===== src/rtl/pixel_stream_sink.sv =====
// pixel_stream_sink
//   Receiving end of the pixel-plot stream. Plots are buffered in a small FIFO,
//   converted to a linear frame address (y*SCREEN_W + x) and written into an
//   external single-port synchronous frame RAM. The same RAM port also serves
//   scan-out read requests, and an arbiter FSM shares the port between them.
//
//   Optional feature: define PIXEL_SINK_CLIP_EN to discard plots that fall
//   outside the visible area. Each discarded plot is counted in drop_count.
//
// Ports
//   clock, reset_n           sole clock (rising edge), async active-low reset
//   x_in, y_in, colour_in    plot coordinate and colour
//   plot                     plot strobe, one pixel per cycle
//   full                     FIFO holds FIFO_DEPTH entries
//   rd_req, rd_addr          scan-out read request (held until rd_ack)
//   rd_ack                   read accepted at the coming edge
//   rd_valid, rd_data        read data return, two edges after rd_ack
//   mem_addr/wdata/we        registered RAM port
//   mem_rdata                RAM read data, one cycle after address sample
//   clr_status               clears drop_count and overflow
//   drop_count, overflow     saturating drop counter, sticky full-drop flag
//   idle                     FIFO empty and no RAM access in flight
//
// Port arbiter
//   state  | meaning
//   P_IDLE | no RAM access issued this cycle
//   P_RD   | scan-out read address on the RAM port
//   P_WR   | FIFO head being written to RAM

module pixel_stream_sink #(
  parameter int FIFO_DEPTH = 4,
  parameter int SCREEN_W   = 160,
  parameter int SCREEN_H   = 120
) (
  input  logic        clock,
  input  logic        reset_n,
  input  logic [7:0]  x_in,
  input  logic [6:0]  y_in,
  input  logic [2:0]  colour_in,
  input  logic        plot,
  output logic        full,
  input  logic        rd_req,
  input  logic [14:0] rd_addr,
  output logic        rd_ack,
  output logic        rd_valid,
  output logic [2:0]  rd_data,
  output logic [14:0] mem_addr,
  output logic [2:0]  mem_wdata,
  output logic        mem_we,
  input  logic [2:0]  mem_rdata,
  input  logic        clr_status,
  output logic [7:0]  drop_count,
  output logic        overflow,
  output logic        idle
);

  localparam int PW = $clog2(FIFO_DEPTH);
  localparam int CW = $clog2(FIFO_DEPTH + 1);
  localparam logic [CW-1:0] DEPTH_C = CW'(FIFO_DEPTH);
  localparam logic [14:0]   W15     = 15'(SCREEN_W);

  if (FIFO_DEPTH < 2 || FIFO_DEPTH > 16 || (FIFO_DEPTH & (FIFO_DEPTH - 1)) != 0) begin : g_bad_depth
    $error("pixel_stream_sink: FIFO_DEPTH must be a power of two in 2..16");
  end
  if (SCREEN_W > 256 || SCREEN_H > 128) begin : g_bad_screen
    $error("pixel_stream_sink: screen does not fit the coordinate inputs");
  end

  typedef enum logic [1:0] {P_IDLE, P_RD, P_WR} port_state_t;
  port_state_t state, state_next;

  logic [17:0]   fifo_mem [FIFO_DEPTH];
  logic [PW-1:0] wr_ptr, rd_ptr;
  logic [CW-1:0] count;
  logic          empty;
  logic          pop, push;
  logic          in_range;
  logic          drop_clip, drop_full;
  logic [14:0]   plot_addr;
  logic [17:0]   head;
  logic          rd_pend;

  assign plot_addr = 15'(y_in) * W15 + 15'(x_in);

`ifdef PIXEL_SINK_CLIP_EN
  assign in_range = (x_in < 8'(SCREEN_W)) && (y_in < 7'(SCREEN_H));
`else
  assign in_range = 1'b1;
`endif

  assign full  = (count == DEPTH_C);
  assign empty = (count == '0);
  assign head  = fifo_mem[rd_ptr];

  // A full FIFO forces a write so the drawing path cannot be starved by a
  // continuous scan-out request.
  always_comb begin
    state_next = P_IDLE;
    rd_ack     = 1'b0;
    pop        = 1'b0;
    if (full && !empty) begin
      state_next = P_WR;
      pop        = 1'b1;
    end else if (rd_req) begin
      state_next = P_RD;
      rd_ack     = 1'b1;
    end else if (!empty) begin
      state_next = P_WR;
      pop        = 1'b1;
    end
  end

  // A plot into a full FIFO still fits when the head leaves at the same edge.
  assign drop_clip = plot && !in_range;
  assign drop_full = plot && in_range && full && !pop;
  assign push      = plot && in_range && (!full || pop);

  always_ff @(posedge clock) begin
    if (push) fifo_mem[wr_ptr] <= {plot_addr, colour_in};
  end

  always_ff @(posedge clock or negedge reset_n) begin
    if (!reset_n) begin
      state     <= P_IDLE;
      wr_ptr    <= '0;
      rd_ptr    <= '0;
      count     <= '0;
      mem_addr  <= '0;
      mem_wdata <= '0;
      mem_we    <= 1'b0;
      rd_pend   <= 1'b0;
      rd_valid  <= 1'b0;
      rd_data   <= '0;
    end else begin
      state <= state_next;
      if (push) wr_ptr <= wr_ptr + PW'(1);
      if (pop)  rd_ptr <= rd_ptr + PW'(1);
      count <= count + CW'(push) - CW'(pop);

      case (state_next)
        P_WR: begin
          mem_addr  <= head[17:3];
          mem_wdata <= head[2:0];
          mem_we    <= 1'b1;
        end
        P_RD: begin
          mem_addr <= rd_addr;
          mem_we   <= 1'b0;
        end
        default: mem_we <= 1'b0;
      endcase

      // Read return pipeline: the RAM samples the address one edge after the
      // ack, and its data is captured one edge later.
      rd_pend  <= (state == P_RD);
      rd_valid <= rd_pend;
      if (rd_pend) rd_data <= mem_rdata;
    end
  end

  always_ff @(posedge clock or negedge reset_n) begin
    if (!reset_n) begin
      drop_count <= '0;
      overflow   <= 1'b0;
    end else if (clr_status) begin
      drop_count <= '0;
      overflow   <= 1'b0;
    end else begin
      if ((drop_clip || drop_full) && drop_count != 8'hFF) drop_count <= drop_count + 8'd1;
      if (drop_full) overflow <= 1'b1;
    end
  end

  assign idle = empty && (state == P_IDLE) && !rd_pend;

endmodule


===== config.mk =====
export PLATFORM = sky130hd
export DESIGN_NAME = pixel_stream_sink
export DESIGN_NICKNAME = d
export VERILOG_FILES = /design/src/rtl/pixel_stream_sink.sv
export SDC_FILE = /design/constraint.sdc
export NUM_CORES = 1
export LEC_CHECK = 0
export BUFFER_PORTS_ARGS = -buffer_cell sky130_fd_sc_hd__buf_4
export CORE_UTILIZATION = 51
export CTS_BUF_LIST = sky130_fd_sc_hd__clkbuf_4 sky130_fd_sc_hd__clkbuf_8 sky130_fd_sc_hd__clkbuf_16
export DETAILED_ROUTE_END_ITERATION = 7
export HOLD_SLACK_MARGIN = 0.03
export PLACE_DENSITY = 0.87
export SLEW_MARGIN = 20
export SYNTH_ARGS = -nofsm -noshare
export SYNTH_HDL_FRONTEND = slang
export SYNTH_SLANG_ARGS = --single-unit
export TNS_END_PERCENT = 10

===== constraint.sdc =====
create_clock -name clock -period 2.5 [get_ports clock]
set_input_delay 0.375 -clock clock [delete_from_list [all_inputs] [get_ports clock]]
set_output_delay 0.375 -clock clock [all_outputs]
set_load 0.03 [all_outputs]

======== After elaboration in Yosys (flattened, before gate mapping) ========
Memories as Yosys holds them, arrays and structs flattened.
Cells that the tools add are included.
storage, ports and cells
  flip-flop bits (word level) ............. 42
  RAM bits ................................ 72
  input port bits ......................... 41
  output and inout port bits .............. 35
  logic and storage cells ................. 58
  memories kept ........................... 1
cells by class
  $add $sub $neg .......................... 6
  $mul .................................... 1
  equal/unequal tests ..................... 5
  multiplexer cells ....................... 16
  reduce and logical (&&, ||, !) cells .... 17
memories
  memory    depth  bits a word  rd ports  clocked after Yosys merged registers in  write ports  line  text
  fifo_mem  4      18           1         0                                        1            72    logic [17:0] fifo_mem [FIFO_DEPTH];
operator list
  operator              number
  $pmux 15 s2           1
  $mux 8                2
  $add 15x8->15         1
  $mul 7x3->10 const B  1
  $mux 1                10
  $add 8x1->8 const B   1
  $ne 8x8->1 const B    1
  $logic_and 1x1->1     7
  $mux 2                3
  $reduce_bool 2->1     3
  $add 2x1->2 const B   2
  $eq 2x1->1 const B    2
  $logic_not 1->1       4
  $add 3x1->3           1
  $eq 3x3->1 const B    1
  $logic_not 3->1       1
  $sub 3x1->3           1
  $eq 2x2->1 const B    1
  $logic_not 2->1       1
  $logic_or 1x1->1      1

======== Longest topological paths before layout ========
  depth after elaboration ................. 9
  gate-level depth with buffers ........... 11
  mapped depth without buffers ............ 9

======== Worst setup path before layout ========
Ideal clock, no wire load.
  path type ............................... register -> output
  start point ............................. register count[1]
  end point ............................... output idle
  data arrival time ....................... 2.333 ns
  data required time ...................... 2.125 ns
  path slack .............................. -0.208 ns
  stages on the path, launching flop included .. 6
  cell sequence ........................... dfrtp_1 or2_2 clkbuf_1 nor2_2 buf_2 nor4b_1
between the ends
  cells in the longest elaborated chain, start to end .. 3
RTL lines
  what                             line  text
  from (decl)                      74    logic [CW-1:0] count;
  from (signal assigned)           138   count <= count + CW'(push) - CW'(pop);
  $logic_not 3->1                  92    assign empty = (count == '0);
  $logic_and 1x1->1 (2 in series)  174   assign idle = empty && (state == P_IDLE) && !rd_pend;
  to (decl)                        54    output logic idle
Every way passes these cells.

======== Final worst setup path ========
Same ends and word-level chain as after synthesis.

==> impl_metrics.ini <==
[run_status]
status = complete, no violations

[critical_path]
cp_top_family = simple AND/OR/NAND/NOR gates
crit_top_cell = buf_4
r2r_cells = 9
path_class = flop to output port
cp.depth = 5
worstReg2RegStart = count[1]
worst_setup_path_endpoint = idle
worstPathArrival_ns = 2.04
worst_r2r_endpoint = count[2]
cp_num_buf_inv = 2
max_stage_delay_ns = 0.44
cp.required_ns = 2.12
slowest_stage = dfrtp_2
crit_path_end_kind = output port
cp_max_fo = 16
rrSetupSlack_ns = 0.22
startpoint_type = flop
path_cells = or2_2, buf_4, nor2_2, nor4b_4, buf_4
startpoint = count[1]

[layout]
antenna_cells = 0
fin_area_mm2 = 0.00629
syn_to_final_growth_pct = 30.7
finalNetCount = 467
drive_gt1_share_pct = 40.3

[logic_synthesis]
yosys.cell_count.top_type = edfxtp_1
synth_mux_area_share_pct = 9.82
synth_common_cells = 72 x edfxtp_1, 41 x dfrtp_1, 30 x a22oi_1, 20 x o21ai_0, 19 x ha_1
synth-simple-area-share_pct = 4.21
synth_xor_area_share_pct = 2.65
yosysTopAreaCellShare_pct = 44.9
yosys_register_bits = 113
synth_nets = 355
synth_compound_area_share_pct = 9.12
ys_async_sr_fraction_pct = 36.3
synth_warnings = 0
netlist_area_mm2 = 0.00482
synth_area_per_cell_um2 = 16.5
synth-edff-count = 72
synthAdderAreaFrac_pct = 6.18
ys_seq_area_share_pct = 66.2
yosysTopAreaCell = edfxtp_1
syn_inst = 292
synth_cell_types = 37
synth_top_family_by_area = multiplexers
yosys-top-cells-area = edfxtp_1 45%, dfrtp_1 21%, mux4_2 8.4%
ys.flop_type = edfxtp_1

[sta]
clock-skew-final_ns = 0.00727
fin_setup_tns_ns = 0
maxSlewHeadroom_pct = 64.4
fmax_mhz = 415
final_hold_viol_count = 0
finalSetupViolations = 0
worst_pin_slew_ns = 0.533
min_period_ns = 2.41
period_share_pct = 96.5
whs_ns = 0.0629
drv_slew = 0

[routing]
wl_per_cell_um = 20.7
drc = 0
met1Wirelength_um = 4060
met3_length_um = 760
first_iter_violations = 250
first_pass_iters = 4
top_layer = met4
vias = 3096
viasPerCell = 5.86
drt-total-wl_um = 10900
ant_nets = 0
wl_met2_um = 5900

[clock_tree]
cts_num_sinks = 113
cts_tree = built
worstSkewPairLatency_ns = 0.51
cts-root-buf = clkbuf_8
cts_buffer_depth = 2
post_cts_buffers = 0
cts.htree.levels = 4
clk_pin_slew_ns = 0.06
numCtsBuffers = 17

[floorplan]
ios = 76
die_h_um = 99.2
initial_utilization_pct = 52.4
fp.coreArea_mm2 = 0.00920
die-area_mm2 = 0.00984
rows = 35
die_w_um = 99.2

[worst_hold_path]
min_delay_path_depth = 1
hold_path_class = primary input to flop

[placement]
post_dp_cell_area_mm2 = 0.00570
gp_congestion = 0.762
dp_hpwl_um = 7000
io_buffers = 75

[global_route]
grt_use_total_pct = 24.3
grt_pass1_wl_um = 17000
antenna_found_initial = 0
grt_pass1_vias = 3336
grt_overflow = 0
grt_max_degree = 42

[power]
vdd_drop_max_uv = 457
p_leak_uw = 0.00261
powerDensity_mw_per_mm2 = 1240

[run]
maxCapViolCount = 0
-- logic make-up (layout without fill, tap and decap cells) --
family,after synthesis,count (layout)
AOI/OAI and AO/OA,64,64
DFF,113,113
adders and majority gates,22,22
xor gates and xnor gates,13,13
buffers and inverters,22,147
and+or+nand+nor,34,34
muxes,24,24
-- what timing repair did --
action                     4_1_cts  5_1_grt
setup endpoints to repair        0        1
hold buffers                     1        0
resized for setup                0        2
hold endpoints to repair        41        0
-- worst min-delay path by stage --
| stage | from | end |
|---|---|---|
| after floorplan | reset_n | count[0] |
| after global placement | reset_n | drop_count[1] |
| after detailed placement | reset_n | drop_count[1] |
| after CTS | x_in[2] | fifo_mem[1][5] |
| after global routing | x_in[2] | fifo_mem[1][5] |
| final | x_in[3] | fifo_mem[1][6] |
-- where the power goes --
part	internal, uW	switching, uW	total (uW)
clock network	1520	798	2320
registers	2560	303	2860
logic	1150	1490	2630
-- state kept, by name, summed over array words and instances, names as in the netlist, 2 cells and up --
signal,count
count,3
wr_ptr,2
mem_addr,15
drop_count,8
rd_ptr,2
mem_wdata,3
rd_data,3
fifo_mem,72
-- routing by layer --
layer	GRT usage (%)	up-vias
li1	-	1361
met1	26.1	1565
met2	43.3	149
met3	7.38	21
met4	12.9	0
met5	0	-
-- area by class of cell --
class,count,area [um2]
sequential,113,3190
multi-input combinational,157,1560
tap,111,139
fill,613,2900
clock buffer,19,429
clock inverter,13,144
inverter,11,41.3
timing repair buffer,104,796
-- through the flow --
stage	total power [uW]	utilization, %	setup WS (ns)	cells
after floorplan	4480	-	-0.159	292
after detailed placement	5470	62.0	-0.367	495
final	7810	68.4	0.0880	528
after global placement	5320	62.0	-0.276	495
after global routing	8140	68.4	-0.00651	528
after CTS	7830	68.3	0.0266	528
-- cell usage in the layout, fill, tap and decap left out, types with 3 or more instances in the layout --
master / n
a21oi_1: 3
a22oi_1: 30
and2_1: 4
buf_4: 102
bufinv_16: 3
clkbuf_16: 16
clkinv_2: 6
dfrtp_1: 40
edfxtp_1: 72
fa_1: 3
ha_1: 19
inv_1: 11
mux2_2: 6
mux4_2: 18
nand2_1: 3
nor2_1: 8
nor2b_1: 11
o21ai_0: 20
xnor2_1: 8
xor2_1: 4
(Power assumes the default switching activity.)
